## config.mk

```make
export PLATFORM = sky130hd
export DESIGN_NAME = icache_refill_unit
export DESIGN_NICKNAME = d
export VERILOG_FILES = /design/src/rtl/icache_refill_unit.sv
export SDC_FILE = /design/constraint.sdc
export NUM_CORES = 1
export LEC_CHECK = 0
export BUFFER_PORTS_ARGS = -buffer_cell sky130_fd_sc_hd__clkbuf_2
export CORE_MARGIN = 8
export CORE_UTILIZATION = 45
export DETAILED_ROUTE_END_ITERATION = 6
export HOLD_SLACK_MARGIN = 0.12
export PLACE_DENSITY = 0.84
export SLEW_MARGIN = 20
export SYNTH_ARGS = -nofsm -noshare
export SYNTH_HDL_FRONTEND = slang
export SYNTH_SLANG_ARGS = --single-unit
```

## constraint.sdc

```tcl
create_clock -name clk -period 3.3 [get_ports clk]
set_input_delay 0.99 -clock clk [delete_from_list [all_inputs] [get_ports clk]]
set_output_delay 0.99 -clock clk [all_outputs]
set_load 0.05 [all_outputs]
```

## src/rtl/icache_refill_unit.sv

```systemverilog
// Instruction-cache line refill: one AXI read burst per miss, with early-restart
// forwarding of the first beat and abort (flush) handling that drains the burst.
module icache_refill_unit #(
    parameter int BLOCK_SIZE     = 16,
    parameter int AXI_DATA_WIDTH = 32,
    parameter int PALEN          = 32,
    parameter int WRAP_BURST     = 0
) (
    input  logic                        clk,
    input  logic                        a_rst_n,
    input  logic                        abort_i,
    input  logic                        req_valid_i,
    output logic                        req_ready_o,
    input  logic [PALEN-1:0]            req_paddr_i,
    input  logic                        req_uncache_i,
    output logic                        ar_valid_o,
    input  logic                        ar_ready_i,
    output logic [PALEN-1:0]            ar_addr_o,
    output logic [7:0]                  ar_len_o,
    output logic [2:0]                  ar_size_o,
    output logic [1:0]                  ar_burst_o,
    input  logic                        r_valid_i,
    output logic                        r_ready_o,
    input  logic [AXI_DATA_WIDTH-1:0]   r_data_i,
    input  logic [1:0]                  r_resp_i,
    input  logic                        r_last_i,
    output logic                        first_valid_o,
    output logic [AXI_DATA_WIDTH-1:0]   first_data_o,
    output logic                        rsp_valid_o,
    input  logic                        rsp_ready_i,
    output logic [BLOCK_SIZE*8-1:0]     rsp_line_o,
    output logic                        rsp_uncache_o,
    output logic                        rsp_err_o
);
    localparam int BEATS = BLOCK_SIZE * 8 / AXI_DATA_WIDTH;
    localparam int BOFS  = $clog2(AXI_DATA_WIDTH / 8);
    localparam int LOFS  = $clog2(BLOCK_SIZE);
    localparam int SW    = $clog2(BEATS);

    typedef enum logic [2:0] {IDLE, AR, R, DRAIN, RSP} state_t;

    state_t                                r_state;
    logic [PALEN-1:0]                      r_paddr;
    logic                                  r_uncache;
    logic                                  r_err;
    logic                                  r_first;
    logic                                  r_abort_seen;
    logic [SW-1:0]                         r_slot;
    logic [BEATS-1:0][AXI_DATA_WIDTH-1:0]  r_line;
    logic                                  w_rhs;
    logic                                  w_unused;

    assign w_rhs    = r_valid_i & r_ready_o;
    assign w_unused = ^{r_resp_i[0], r_paddr[1:0]};

    assign req_ready_o   = (r_state == IDLE) & ~abort_i;
    assign ar_valid_o    = (r_state == AR);
    assign r_ready_o     = (r_state == R) | (r_state == DRAIN);
    assign rsp_valid_o   = (r_state == RSP);
    assign first_valid_o = (r_state == R) & r_first & r_valid_i & ~abort_i;
    assign first_data_o  = r_data_i;
    assign rsp_line_o    = r_line;
    assign rsp_uncache_o = r_uncache;
    assign rsp_err_o     = r_err;

    // AR fields depend only on latched request state, so they stay stable until handshake.
    always_comb begin
        ar_addr_o  = r_paddr & {{(PALEN-LOFS){1'b1}}, {LOFS{1'b0}}};
        ar_len_o   = 8'(BEATS - 1);
        ar_size_o  = 3'(BOFS);
        ar_burst_o = 2'b01;
        if (r_uncache) begin
            ar_addr_o = {r_paddr[PALEN-1:2], 2'b00};
            ar_len_o  = 8'd0;
            ar_size_o = 3'b010;
        end else if (WRAP_BURST != 0) begin
            ar_addr_o  = r_paddr & {{(PALEN-BOFS){1'b1}}, {BOFS{1'b0}}};
            ar_burst_o = 2'b10;
        end
    end

    always_ff @(posedge clk or negedge a_rst_n) begin
        if (!a_rst_n) begin
            r_state      <= IDLE;
            r_paddr      <= '0;
            r_uncache    <= 1'b0;
            r_err        <= 1'b0;
            r_first      <= 1'b0;
            r_abort_seen <= 1'b0;
            r_slot       <= '0;
            r_line       <= '0;
        end else begin
            case (r_state)
                IDLE: if (req_valid_i && req_ready_o) begin
                    r_paddr      <= req_paddr_i;
                    r_uncache    <= req_uncache_i;
                    r_err        <= 1'b0;
                    r_abort_seen <= 1'b0;
                    // Critical-word-first: the wrap burst returns the missed word first.
                    r_slot       <= (WRAP_BURST != 0 && !req_uncache_i) ?
                                    req_paddr_i[LOFS-1:BOFS] : '0;
                    r_state      <= AR;
                end
                AR: begin
                    if (abort_i) r_abort_seen <= 1'b1;
                    if (ar_ready_i) begin
                        r_first <= 1'b1;
                        r_state <= (r_abort_seen || abort_i) ? DRAIN : R;
                    end
                end
                R: begin
                    if (w_rhs) begin
                        r_line[r_slot] <= r_data_i;
                        r_slot         <= r_slot + 1'b1;
                        r_first        <= 1'b0;
                        if (r_resp_i[1]) r_err <= 1'b1;
                        if (r_last_i)     r_state <= abort_i ? IDLE : RSP;
                        else if (abort_i) r_state <= DRAIN;
                    end else if (abort_i) begin
                        r_state <= DRAIN;
                    end
                end
                DRAIN: if (w_rhs && r_last_i) r_state <= IDLE;
                RSP:   if (abort_i || rsp_ready_i) r_state <= IDLE;
                default: r_state <= IDLE;
            endcase
        end
    end
endmodule

```

## Word level (Yosys, flattened, before mapping)

Index checks and enable logic that the tools add are counted.

- Shift-type cells: 0
- Equality and inequality tests: 11
- Div/mod/pow operators: 0
- $lt $le $gt $ge: 2
- Multiply operators: 0
- Reduce and logical (&&, ||, !) cells: 16
- $add $sub $neg: 1
- Mux-type cells: 27
- Bitwise logic cells: 7

Operator list:

| cell | number |
|---|---|
| $bwmux W128 | 1 |
| $demux W32 S2 | 1 |
| $mux W32 | 1 |
| $mux W3 | 8 |
| $pmux W3 S5 | 1 |
| $reduce_and A3 Y1 | 3 |
| $ne A2 B1 Y1 const B | 4 |
| $reduce_and A4 Y1 | 2 |
| $mux W1 | 7 |
| $eq A3 B2 Y1 const B | 2 |
| $mux W2 | 3 |
| $ne A2 B2 Y1 const B | 3 |
| $pmux W1 S2 | 3 |
| $reduce_bool A2 Y1 | 3 |
| $and A1 B1 Y1 | 5 |
| $mux W4 | 1 |
| $pmux W2 S2 | 1 |
| $reduce_and A2 Y1 | 2 |
| $eq A3 B1 Y1 const B | 1 |
| $eq A3 B3 Y1 const B | 1 |
| $logic_and A1 B1 Y1 | 3 |
| $logic_not A3 Y1 | 1 |
| $lt A2 B3 Y1 const B | 1 |
| $add A2 B1 Y2 const B | 1 |
| other kinds (4) | 5 |

- Bits in read-only memories: 0
- Bits in writable memories: 0
- Bits of input ports: 75
- Register bits: 169
- Bits in latches: 0
- Memories kept: 0

## Logic depth before layout (Yosys ltp)

- Depth in word-level cells: 6
- Depth in mapped cells: 5
- Depth with buffers taken out: 4

## Worst setup path before layout

No wires, ideal clock.

- Kind: input -> output
- From: input port r_valid_i
- To: output port first_valid_o
- Path buffers: 0
- Cell stages on the path: 2
- Data arrival time: 2.547 ns
- Slack: -0.237 ns
- Cells stage by stage: or3b_2 > nor3_1

- Cells in the longest elaborated chain, start to end: 2

RTL lines:

| what | RTL line | text |
|---|---|---|
| from (decl) | 22 | `input logic r_valid_i,` |
| $and A1 B1 Y1 (2 in series) | 60 | `assign first_valid_o = (r_state == R) & r_first & r_valid_i & ~abort_i;` |
| to (decl) | 27 | `output logic first_valid_o,` |

Every way passes these cells.

## Worst setup path after layout

Ends and elaborated chain as after synthesis.

==> results.md <==
- Adding up every negative setup slack in the final design gives 0 ns.
- The number of global-route vias before repair is 4828.
- Derived from the worst setup path, the maximum achievable clock frequency is 330 MHz.
- The cell with the largest stage delay on the worst path is sky130_fd_sc_hd__or3b_2.
- The signal on the critical path passes through clkbuf_2, or3b_2, nor3_2, clkbuf_2.
- The synthesized netlist occupies a cell area of 7050 um^2.
- The largest clock skew in the final design is 0.00870 ns.
- Entering global routing, the biggest net connects 65 pins.
- Synthesis instantiated 32 different standard cells from the library.
- The H-tree was split into 4 levels.
- The tightest hold margin is 0.501 ns.
- The max-slew violation count was 0.
- Counting every sink on the clock net gives 167.
- The flow ran to the end, and the final reports show no timing, DRC or antenna violations.
- The placed wire-length estimate after detailed placement is 12200 um.
- Measured against its own limit, the worst slew margin works out to 58.3%.
- The number of iterations in the first detailed-routing pass is 4.
- The count of input and output buffers is 270.
- The number of gates resized after CTS was 0.
- Global routing consumed, over all layers together, 16.5% of the routing resources.
- Cells fill 57.3% of the core in the end.
- The critical path's most frequent cell is sky130_fd_sc_hd__clkbuf_2.
- Buffers inserted to repair hold after CTS numbered 0.
- Across the run, the number of max-cap violations was 0.
- By instance count, the leading cell after synthesis is sky130_fd_sc_hd__dfrtp_1.
- The routed design has 16200 um of wire.
- The global route total overflow is 0.
- The biggest area contributor in the post-synthesis netlist is sky130_fd_sc_hd__dfrtp_1.
- Broken down by cell family, the worst path's largest delay share belongs to simple AND/OR/NAND/NOR gates.
- Synthesis produced a netlist whose cell count is 470.
- The fraction of final layout cells with drive strength greater than 1 is 68.4%.
- STA classifies the critical path endpoint as a primary output.
- The clock passes through at most 2 buffers.
- The data arrival time of the worst path is 2.04 ns.
- The maximum single-stage delay on the critical path is 0.48 ns.
- The number of cell rows is 45.
- The post-synthesis sequential area ratio is 59.3%.
- The die span in x is 141 um.
- After the first detailed-routing iteration, the DRC count stood at 136.
- The portion of synthesized cell area occupied by the leading cell type is 59.3%.
- The data required time at the worst endpoint is 2.31 ns.
- The clock insertion delay at the later pin of the skew report is 0.41 ns.
- The clock-pin slew on the worst setup and hold paths is 0.06 ns.
- The number of setup buffers added after CTS is 0.
- The most used flip-flop cell after synthesis is sky130_fd_sc_hd__dfrtp_1.
- The flip-flop and latch count after synthesis is 167.
- Together, buffers and inverters on the worst path number 2.
- The share of the clock period used by the worst path is 91.8%.
- TritonCTS built the clock tree.
- The via-per-instance ratio is 4.76.
- Setup repair after global routing left no endpoint under its margin.
- The detail route stage leaves a number of antenna-violating nets equal to 0.
- The die span in y is 141 um.
- The final net count is 771.
- By area the synthesized netlist is led by sky130_fd_sc_hd__dfrtp_1 (59%), sky130_fd_sc_hd__mux2_2 (25%), sky130_fd_sc_hd__buf_4 (7.9%).
- Compared with the post-synthesis result, the final layout area differs by 23.9%.
- Setup violations remaining at the end of the flow were counted as 0.
- The path class of the tightest hold or removal check is reg2reg.
- STA classifies the critical path startpoint as an input pin.
- The number of vias in the routed layout is 4356.
- The wire length of the first global-routing pass is 25800 um.
- The finished layout cell area is 8740 um^2.
- The cell at the root of the clock tree is sky130_fd_sc_hd__clkbuf_16.
- The area of the die is 19900 um^2.
- After synthesis, the most frequently instantiated cells are sky130_fd_sc_hd__dfrtp_1 (167), sky130_fd_sc_hd__mux2_2 (158), sky130_fd_sc_hd__buf_4 (74).
- The weighted congestion at the end of routability-driven global placement is 0.750.
- A synthesized cell averages 15.0 um^2.
- During synthesis, Yosys emitted a total of 0 warnings.
- Dividing the detail-routed wire length by the instance count gives 17.6 um.
- The start-to-end type of the worst setup path is in2out.
- At the pin with the least slew margin, the transition time is 0.625 ns.
- For flop-to-flop paths, the worst setup slack is 1.45 ns.
- The clock buffer count from CTS is 17.
- The number of placed I/O pins is 287.
- Along the worst path, the maximum fanout reaches 3.
- After floorplanning, the core was sized to cover 15300 um^2.
- The initial cell density of the core is 46.2%.
- The clock period could shrink to 3.03 ns.
- The initial antenna violation count is 0.
- The number of inserted diodes is 0.
- The total count of hold-check failures in the final report is 0.
- The post-synthesis async set-or-reset flop share is 100%.
- Yosys mapped a number of flops with a built-in enable equal to 0.
- The remaining routing DRC violations is 0.
- The placed instances occupy a cell area of 8150 um^2.
## flip-flops by register name, summed over array words and instances (netlist names)
signal         cells
rsp_uncache_o      1
rsp_err_o          1
r_first            1
r_state            3
r_slot             2
r_abort_seen       1
rsp_line_o       128
r_paddr           30
## final timing paths
| kind | startpoint | end | depth (start not counted) |
|---|---|---|---|
| max | r_valid_i | first_valid_o | 4 |
| min | r_paddr[24] | r_paddr[24] | 1 |
| max reg2reg | r_state[1] | r_paddr[20] | 4 |
| min reg2reg | r_paddr[24] | r_paddr[24] | 1 |
| max in group asynchronous | a_rst_n | rsp_line_o[118] | 2 |
| min in group asynchronous | a_rst_n | rsp_line_o[59] | 1 |
## kinds of logic (layout without fill, tap and decap cells)
kind of cell | after synthesis | in the layout | synth area share [%]
DFF | 167 | 167 | 59.3
muxes | 160 | 160 | 25.5
buffers and inverters | 96 | 320 | 10.4
and+or+nand+nor | 26 | 26 | 2.43
AOI/OAI and AO/OA | 15 | 15 | 1.56
adders and majority gates | 4 | 4 | 0.710
other | 2 | 13 | 0.106
## metal layers
layer | wire (um) | vias up | GRT usage, %
met2 | 8340 | 169 | 28.6
met4 | 131 | 0 | 4.52
met1 | 6180 | 2178 | 17.7
met3 | 1510 | 10 | 7.56
li1 | - | 1999 | -
met5 | 0 | - | 0
## metrics by stage
stage                     std cells  worst slack (ns)
after CTS                       916             0.230
after floorplan                 481             0.186
final                           916             0.271
after global routing            916             0.139
after detailed placement        884             0.265
after global placement          884             0.269
## area by class of cell
class                      instances  area (um^2)
tap                              211          264
clock inverter                    12          119
sequential                       167         4180
multi-input combinational        218         2210
timing repair buffer             284         1490
inverter                           4         15.0
clock buffer                      20          467
fill                            1246         6520
## placed cells by master, fill, tap and decap left out, drive strengths merged
master and instances:
dfrtp 167, inv 7, a21oi 1, and2 3
mux2 159, nor3b 3, bufinv 1, o211ai 2
nand4bb 1, a22o 3, or3b 1, a21o 1
a211oi 2, nand2 6, o2bb2ai 1, nor2b 2
nor2 2, a31oi 2, clkinvlp 2, nor4 1
a32o 1, nand3 4, mux2i 1, clkbuf 289
conb 13, clkinv 6, nor3 3, o21ai 2
ha 4, buf 15
Power is left out: the tool's default activity adds up to more than one toggle a clock period on the data nets, which glitch-free logic cannot reach.
